### config.mk
export PLATFORM = sky130hd
export DESIGN_NAME = multicycle_control_fsm
export DESIGN_NICKNAME = d
export VERILOG_FILES = /design/src/rtl/multicycle_control_fsm.sv
export SDC_FILE = /design/constraint.sdc
export NUM_CORES = 1
export LEC_CHECK = 0
export ABC_AREA = 1
export BUFFER_PORTS_ARGS = -buffer_cell sky130_fd_sc_hd__buf_4
export CAP_MARGIN = 20
export CORE_ASPECT_RATIO = 0.7
export CORE_UTILIZATION = 53
export CTS_CLUSTER_DIAMETER = 150
export DETAILED_ROUTE_END_ITERATION = 10
export PLACE_DENSITY = 0.8
export SYNTH_ARGS = -nofsm -noshare
export SYNTH_HDL_FRONTEND = slang
export SYNTH_SLANG_ARGS = --single-unit
### constraint.sdc
create_clock -name clk -period 3.2 [get_ports clk]
set_input_delay 0.16 -clock clk [delete_from_list [all_inputs] [get_ports clk]]
set_output_delay 0.16 -clock clk [all_outputs]
set_load 0.005 [all_outputs]
### src/rtl/multicycle_control_fsm.sv
// multicycle_control_fsm: multicycle MIPS sequencer with memory handshake, watchdog and retire counter
module multicycle_control_fsm #(
  parameter bit MEM_HANDSHAKE = 1'b1,
  parameter int MAX_WAIT = 16,
  parameter int WAIT_W = 8,
  parameter int CNT_W = 32
) (
  input  logic             clk,
  input  logic             reset,
  input  logic [5:0]       Opcode,
  input  logic             Zero,
  input  logic             mem_ready,
  output logic             IorD,
  output logic             IRWrite,
  output logic             MemWrite,
  output logic             RegWrite,
  output logic             RegDst,
  output logic             MemtoReg,
  output logic             ALUSrcA,
  output logic [1:0]       ALUSrcB,
  output logic [1:0]       ALUOp,
  output logic [1:0]       PCSrc,
  output logic             PCWrite,
  output logic             Branch,
  output logic             PCEn,
  output logic             IllegalOp,
  output logic             MemTimeout,
  output logic [CNT_W-1:0] InstrCount,
  output logic [3:0]       state_o
);
  typedef enum logic [3:0] {
    FETCH = 4'd0, DECODE = 4'd1, MEMADR = 4'd2, MEMRD = 4'd3, MEMWB = 4'd4, MEMWR = 4'd5,
    EXEC = 4'd6, ALUWB = 4'd7, BRANCH = 4'd8, ADDIEX = 4'd9, ADDIWB = 4'd10, JUMP = 4'd11
  } state_t;
  localparam logic [5:0] OP_R = 6'b000000, OP_LW = 6'b100011, OP_SW = 6'b101011;
  localparam logic [5:0] OP_BEQ = 6'b000100, OP_ADDI = 6'b001000, OP_J = 6'b000010;
  state_t state, state_n;
  logic [WAIT_W-1:0] cnt;
  logic rdy, mem_st, timeout, retire, illegal;
  assign rdy = mem_ready | ~MEM_HANDSHAKE;
  assign mem_st = state inside {FETCH, MEMRD, MEMWR};
  // rdy takes priority: a completing access on the last allowed cycle is not a timeout
  assign timeout = mem_st & ~rdy & (cnt == WAIT_W'(MAX_WAIT - 1));
  assign retire = (state inside {MEMWB, ALUWB, ADDIWB, BRANCH, JUMP}) | (state == MEMWR & rdy);
  assign illegal = state == DECODE & !(Opcode inside {OP_R, OP_LW, OP_SW, OP_BEQ, OP_ADDI, OP_J});
  always_comb begin
    state_n = FETCH;
    case (state)
      FETCH:  state_n = rdy ? DECODE : FETCH;
      DECODE: state_n = (Opcode == OP_LW || Opcode == OP_SW) ? MEMADR :
                        Opcode == OP_R    ? EXEC   :
                        Opcode == OP_BEQ  ? BRANCH :
                        Opcode == OP_ADDI ? ADDIEX :
                        Opcode == OP_J    ? JUMP   : FETCH;
      MEMADR: state_n = Opcode == OP_SW ? MEMWR : MEMRD;
      MEMRD:  state_n = rdy ? MEMWB : timeout ? FETCH : MEMRD;
      MEMWR:  state_n = (rdy | timeout) ? FETCH : MEMWR;
      EXEC:   state_n = ALUWB;
      ADDIEX: state_n = ADDIWB;
      default: state_n = FETCH;
    endcase
  end
  always_ff @(posedge clk or negedge reset) begin
    if (!reset) begin
      state <= FETCH;
      cnt <= '0;
      IllegalOp <= 1'b0;
      MemTimeout <= 1'b0;
      InstrCount <= '0;
    end else begin
      state <= state_n;
      cnt <= (state_n != state || timeout) ? '0 : (mem_st & ~rdy) ? cnt + WAIT_W'(1) : cnt;
      IllegalOp <= illegal;
      MemTimeout <= MemTimeout | timeout;
      InstrCount <= InstrCount + CNT_W'(retire);
    end
  end
  // write enables are qualified by reset so nothing commits while it is held low
  assign IorD = state inside {MEMRD, MEMWR};
  assign IRWrite = reset & state == FETCH & rdy;
  assign PCWrite = reset & ((state == FETCH & rdy) | state == JUMP);
  assign MemWrite = reset & state == MEMWR;
  assign RegWrite = reset & (state inside {MEMWB, ALUWB, ADDIWB});
  assign RegDst = state == ALUWB;
  assign MemtoReg = state == MEMWB;
  assign ALUSrcA = state inside {MEMADR, ADDIEX, EXEC, BRANCH};
  assign ALUSrcB = state == FETCH ? 2'b01 : state == DECODE ? 2'b11 :
                   (state inside {MEMADR, ADDIEX}) ? 2'b10 : 2'b00;
  assign ALUOp = state == EXEC ? 2'b10 : state == BRANCH ? 2'b01 : 2'b00;
  assign PCSrc = state == BRANCH ? 2'b01 : state == JUMP ? 2'b10 : 2'b00;
  assign Branch = state == BRANCH;
  assign PCEn = reset & (PCWrite | (Branch & Zero));
  assign state_o = state;
endmodule
==> results.ini, run 1 <==
[sta]
maxSlewViolCount = 0
worstMarginPinSlew_ps = 536
min_period_ps = 2850
setup_viol = 0
max_freq_ghz = 0.350
rsz0062_at_grt = false
period_share = 0.892
clock-skew-final_ps = 5.87
maxSlewHeadroom = 0.642
hold_viol = 0
fin_setup_tns_ps = 0

[cells_and_area]
final-instance-count-excl-fill = 435
area_growth_pct = 26.1
n_antenna_cell = 0
layout_common_cells = buf_4 (64), nand2_1 (58), nor2_1 (58)
fin_util = 0.714
register_area_um2 = 1150
final_common_cell = buf_4
multi_input_area_um2 = 1230
fillCellCount = 346
layout-drive-gt1-share = 0.250
num-nets-final = 392

[power]
clockPowerShare = 0.231
p_int_mw = 1.05
seqPwrFrac = 0.430
powerDensity_nw_per_um2 = 517
switching_share = 0.361
p_sw_mw = 0.590
p_comb_frac = 0.340
vdd_drop_max_uv = 307
p_leak_nw = 1.73

[grt]
grt_max_degree = 45
grt_pass1_wl_mm = 9.89
antenna_found_initial = 0
grt_use_total = 0.256
overflow = 0
grt_pass1_vias = 2140

[die]
die-width_um = 84.3
design.die.area_um2 = 5020
start_util = 0.567
boundaryPins = 64
rows = 20
die_h_um = 59.6
core_um2 = 4430

[min_path]
hp-class = input port to async pin

[cts]
clockRootBuffer = clkbuf_8
clock_latency_ps = 300
clk_pin_slew_ps = 90
htreeDepth = 2
cts.path.max_buffers = 2
cts_tree = done
cts.sinks = 46
cts_buffers = 5

[route]
drc = 7
vias = 2262
dr.first_iter.drc_count = 115
wirelength_mm = 5.91
first_pass_iters = 8
drtAntennaViolNets = 0
wl_per_cell_um = 13.6
avgViaCountPerCell = 5.20

[critical_path]
worstPathCellList = nor2_1 -> inv_1 -> nor2_1 -> inv_1 -> o211ai_1 -> ha_1 -> ha_1 -> nand3_1 -> inv_1 -> nand4_1 -> nor2_1 -> nand2_2 -> nor3_1 -> xor2_1
cp.required_ps = 3420
cp_num_buf_inv = 3
cp_top_family = simple AND/OR/NAND/NOR gates
critical_path.endpoint_type = register
max_stage_delay_ps = 470
cp_max_fo = 8
worst-setup-path-type = register to register
crit_arrival_ps = 3080
crit_slowest_cell = dfrtp_1
worst_setup_path_start_kind = register

[synthesis]
seq_area_frac_synth = 0.459
ys_types = 25
synthCells = 308
syn_nets = 321
async_flop_share = 1.00
syn_area_per_cell_um2 = 8.15
ys_ff_latch = 46
netlist_area_um2 = 2510
yosysWarnings = 0
synth_edf_count = 0
ys.flop_type = dfrtp_1

[status]
outcome = finished, violations left
violations = design-rule violations

[place]
io_buffers = 63
gp_congestion = 0.955
dp_cells = 426
dp_hpwl_mm = 4.58

[flow_run]
cap_viol_max_count = 0

==> routing by layer <==
layer  part of all wire  track usage  vias to the layer above  routed length (um)
li1                   -            -                     1111                   -
met1               0.51        0.377                     1053                3030
met2               0.41        0.379                       92                2410
met3              0.075       0.0627                        6                 441
met4             0.0064       0.0690                        0                  38
met5                  0            0                        -                   0
==> kinds of logic (layout without fill, tap and decap cells) <==
kind of cell    Yosys count  in the layout  synth area share
compound gates            9              9            0.0204
xor+xnor                 35             35             0.122
fa+ha+maj                 3              3            0.0150
buf+inv                  36            108            0.0553
flops                    46             46             0.459
simple gates            179            179             0.329
==> final cells by class <==
class / count / area share
clock inverters: 2 / 0.00395
well taps: 55 / 0.0217
flip-flops and latches: 46 / 0.364
multi-input cells: 226 / 0.388
clock buffers: 6 / 0.0261
inverters: 35 / 0.0415
repair buffers: 65 / 0.155
==> worst paths after layout <==
| path | from | end | slack [ps] | cells past startpoint |
|---|---|---|---|---|
| max in group asynchronous | reset | InstrCount[1] | 2250 | 3 |
| setup / recovery | state_o[1] | InstrCount[28] | 350 | 14 |
| hold reg to reg | cnt[0] | cnt[0] | 480 | 1 |
| setup reg to reg | state_o[1] | InstrCount[28] | 350 | 14 |
| hold / removal | reset | InstrCount[0] | 220 | 2 |
| min in group clk | Opcode[2] | IllegalOp | 230 | 4 |
==> registers in the layout, indices dropped and copies added (netlist names) <==
register,cells
InstrCount,32
cnt,8
state_o,4
IllegalOp,1
MemTimeout,1
==> worst reg2reg max path, cell delays in order, from the launching register on <==
cell and delay, ps:
dfrtp_1 470, nor2_1 210, inv_1 110, nor2_1 260
inv_1 100, o211ai_1 110, ha_1 210, ha_1 180
nand3_1 130, inv_1 100, nand4_1 140, nor2_1 210
nand2_2 150, nor3_1 210, xor2_1 170
==> per-stage QoR <==
| step | worst slack, ps | power (mW) | cell area, um^2 | hold slack, ps |
|---|---|---|---|---|
| 6_report | 346 | 1.64 | 3160 | 218 |
| 5_1_grt | 13.0 | 1.73 | 3160 | 244 |
| 4_1_cts | 359 | 1.63 | 3160 | 216 |
| 3_5_place_dp | 401 | 1.26 | 3050 | -14.1 |
| 3_3_place_gp | 494 | 1.25 | 3050 | -15.1 |
| 2_1_floorplan | 709 | 1.02 | 2510 | -136 |
==> power by group through the flow <==
stage	Sequential [mW]	Combinational (mW)	Clock, mW
CTS	0.702	0.553	0.377
finish	0.703	0.555	0.377
floorplan	0.704	0.319	0
global route	0.710	0.619	0.405
detailed placement	0.712	0.550	0
global placement	0.708	0.541	0
==> cells in the mapped netlist, types with 2 or more instances <==
| cell | n | area (um^2) |
|---|---|---|
| nand2_1 | 59 | 221 |
| nor2_1 | 58 | 218 |
| dfrtp_1 | 46 | 1150 |
| inv_1 | 34 | 128 |
| nand3_1 | 25 | 125 |
| xor2_1 | 22 | 193 |
| xnor2_1 | 13 | 114 |
| nand4_1 | 7 | 43.8 |
| nor2_2 | 7 | 43.8 |
| nor3_1 | 7 | 35.0 |
| nand2_2 | 5 | 31.3 |
| a21oi_1 | 4 | 20.0 |
| ha_1 | 3 | 37.5 |
| nand3_2 | 3 | 30.0 |
| o21ai_0 | 3 | 15.0 |
| nand3b_1 | 2 | 15.0 |
| nor3_2 | 2 | 20.0 |
==> repair_timing <==
action | CTS | global route
endpoints found under the setup margin | 0 | 2
gates resized for setup | 0 | 2
buffers inserted | 0 | 0
endpoints found under the hold margin | 2 | 0
hold buffers | 1 | 0
Note: power is estimated with default switching activity, not from simulation.
==> inputs of run 2 (changes only) <==
--- a/config.mk
+++ b/config.mk
@@ -5,14 +5,14 @@
 export SDC_FILE = /design/constraint.sdc
 export NUM_CORES = 1
 export LEC_CHECK = 0
-export ABC_AREA = 1
+export ABC_AREA = 0
 export BUFFER_PORTS_ARGS = -buffer_cell sky130_fd_sc_hd__buf_4
 export CAP_MARGIN = 20
-export CORE_ASPECT_RATIO = 0.7
+export CORE_ASPECT_RATIO = 0.9
 export CORE_UTILIZATION = 53
 export CTS_CLUSTER_DIAMETER = 150
 export DETAILED_ROUTE_END_ITERATION = 10
-export PLACE_DENSITY = 0.8
+export PLACE_DENSITY = 0.79
 export SYNTH_ARGS = -nofsm -noshare
 export SYNTH_HDL_FRONTEND = slang
 export SYNTH_SLANG_ARGS = --single-unit
==> results.ini, run 2 <==
[cells_and_area]
fillCellCount = 382
final_common_cell = buf_4
layout-drive-gt1-share = 0.289
n_antenna_cell = 0
num-nets-final = 334
largest_register = InstrCount
layout_common_cells = buf_4 (68), dfrtp_1 (46), xnor2_1 (30)
register_area_um2 = 1150
area_growth_pct = 24.2
largest_reg_flops = 32
multi_input_area_um2 = 1340

[sta]
min_period_ps = 2740
timing.hold.ws_ps = 217
setup_viol = 0
worst_slack_ps = 458
rsz0062_at_grt = false
maxSlewViolCount = 0
maxSlewHeadroom = 0.365
period_share = 0.857
max_freq_ghz = 0.365
worstMarginPinSlew_ps = 939
fin_setup_tns_ps = 0
hold_viol = 0
clock-skew-final_ps = 5.32

[synthesis]
syn_nets = 269
synth.area.top_cells = dfrtp_1 (45%), xnor2_1 (10%), xor2_1 (3.7%)
synth_top_family_by_area = simple AND/OR/NAND/NOR gates
async_flop_share = 1.00
synth_edf_count = 0
yosys.area.top_type = dfrtp_1
synth_top_cell_area_share = 0.447
netlist_area_um2 = 2570
synthMuxAreaShare = 0.00389
ys_types = 47
yosysWarnings = 0
synthMostInstantiatedCell = dfrtp_1
synth_xor_area_frac = 0.140
synth_simple_gate_area_share = 0.271
synth_compound_area_frac = 0.0914
ys_ff_latch = 46
synth_fa_ha_area_frac = 0.0146
ys.flop_type = dfrtp_1
seq_area_frac_synth = 0.447
synthCells = 256
syn_area_per_cell_um2 = 10.0
synthTopCellsByCount = dfrtp_1 (46), xnor2_1 (30), nand2_1 (22), nor2_1 (19), nand3_1 (18)

[grt]
grt_pass1_wl_mm = 9.05
grt_max_degree = 52
antenna_found_initial = 0
grt_pass1_vias = 1899
grt_use_total = 0.234
overflow = 0

[cts]
clk_pin_slew_ps = 90
clockRootBuffer = clkbuf_8
htreeDepth = 2
cts_buffers = 5
cts.path.max_buffers = 2
post_cts_buffers = 0
hold_buffers = 1
cts_tree = done
clock_latency_ps = 300
cts_resized = 0
cts.sinks = 46

[die]
boundaryPins = 64
core_um2 = 4550
start_util = 0.566
design.die.area_um2 = 5140
die-width_um = 75.4
die_h_um = 68.1
rows = 23

[critical_path]
crit_top_cell = a21oi_1
worstPathCellList = buf_4 -> inv_1 -> nor2_1 -> a21oi_1 -> a21oi_1 -> ha_1 -> nand3_1 -> or4_4 -> nor3_4 -> nand4_1 -> xnor2_1
crit_slowest_cell = or4_4
worst_setup_path_start_kind = register
cp.depth = 11
worst-setup-path-type = register to register
cp_max_fo = 16
crit_arrival_ps = 2930
critical_path.endpoint_type = register
rrSetupSlack_ps = 460
r2r_start = state_o[2]
reg2regPathDepth = 11
cp_num_buf_inv = 2
cp.required_ps = 3390
max_stage_delay_ps = 580
worstReg2RegEnd = InstrCount[31]
cp_top_family = simple AND/OR/NAND/NOR gates

[route]
first_pass_iters = 5
vias = 2157
drtAntennaViolNets = 0
dr.first_iter.drc_count = 188
wirelength_mm = 5.52
wl_per_cell_um = 14.4
drc = 0
avgViaCountPerCell = 5.62

[power]
p_int_mw = 1.04
p_sw_mw = 0.562
p_leak_nw = 1.50
seqPwrFrac = 0.425
powerDensity_nw_per_um2 = 500
switching_share = 0.351
vdd_drop_max_uv = 340
clockPowerShare = 0.221
p_comb_frac = 0.353

[min_path]
hp-start = Opcode[4]
min_path_cells = 4
hp-class = input port to register
whs_endpoint = state_o[3]

[place]
gp_congestion = 0.913
dp_hpwl_mm = 4.11
io_buffers = 63
dp_slack_ps = 484

[flow_run]
cap_viol_max_count = 0

[status]
outcome = complete, no violations

-- run 2: cell count changes after synthesis, moves of 5 or more --
cell     change
nand3_1      -7
and3_1       +9
nand2_2      -5
inv_1       -30
and4_1       +5
nor2_1      -39
nor4_1       +8
nor2_2       -7
xnor2_1     +17
nand2_1     -37
xor2_1      -11
-- run 2: per-stage QoR --
step	std cells	util	area, um^2	power [mW]
CTS	384	0.703	3190	1.60
global route	384	0.703	3190	1.69
floorplan	256	-	2570	1.03
global placement	375	0.681	3090	1.25
finish	384	0.703	3190	1.60
detailed placement	375	0.681	3090	1.25
-- run 2: worst register-to-register path: stages, from the launching register on --
cell     delay, ps
dfrtp_1        340
buf_4          200
inv_1          140
nor2_1         210
a21oi_1        100
a21oi_1        130
ha_1           180
nand3_1        130
or4_4          580
nor3_4         300
nand4_1        170
xnor2_1        150
-- run 2: worst max path at each step --
| stage | from | to | slack (ps) |
|---|---|---|---|
| finish | state_o[2] | InstrCount[31] | 460 |
| floorplan | state_o[0] | InstrCount[30] | 240 |
| global placement | state_o[3] | InstrCount[31] | 630 |
| global route | state_o[2] | InstrCount[31] | 270 |
| CTS | state_o[2] | InstrCount[31] | 460 |
| detailed placement | state_o[2] | InstrCount[31] | 480 |
-- run 2: cell families after synthesis --
logic type | after synthesis
simple gates | 121
flops | 46
xor+xnor | 41
compound gates | 29
buf+inv | 15
fa+ha+maj | 3
mux | 1
-- run 2: power groups by stage --
stage	Combinational (mW)	Clock (mW)	Sequential [mW]
after floorplan	0.336	0	0.694
after global placement	0.556	0	0.690
after detailed placement	0.557	0	0.692
after CTS	0.562	0.363	0.679
after global routing	0.613	0.388	0.689
final	0.565	0.353	0.680
-- run 2: routing by layer --
| layer | part of all wire | GRT usage | wire, um |
|---|---|---|---|
| met1 | 0.48 | 0.332 | 2630 |
| met2 | 0.46 | 0.356 | 2540 |
| met3 | 0.052 | 0.0589 | 286 |
| met4 | 0.013 | 0.0648 | 70 |
| met5 | 0 | 0 | 0 |
-- run 2: cell type report --
cell class / instances / area share
timing repair buffer: 69 / 0.163
clock inverter: 3 / 0.00666
sequential: 46 / 0.360
clock buffer: 5 / 0.0215
inverter: 4 / 0.00470
tap: 62 / 0.0243
multi-input combinational: 195 / 0.420
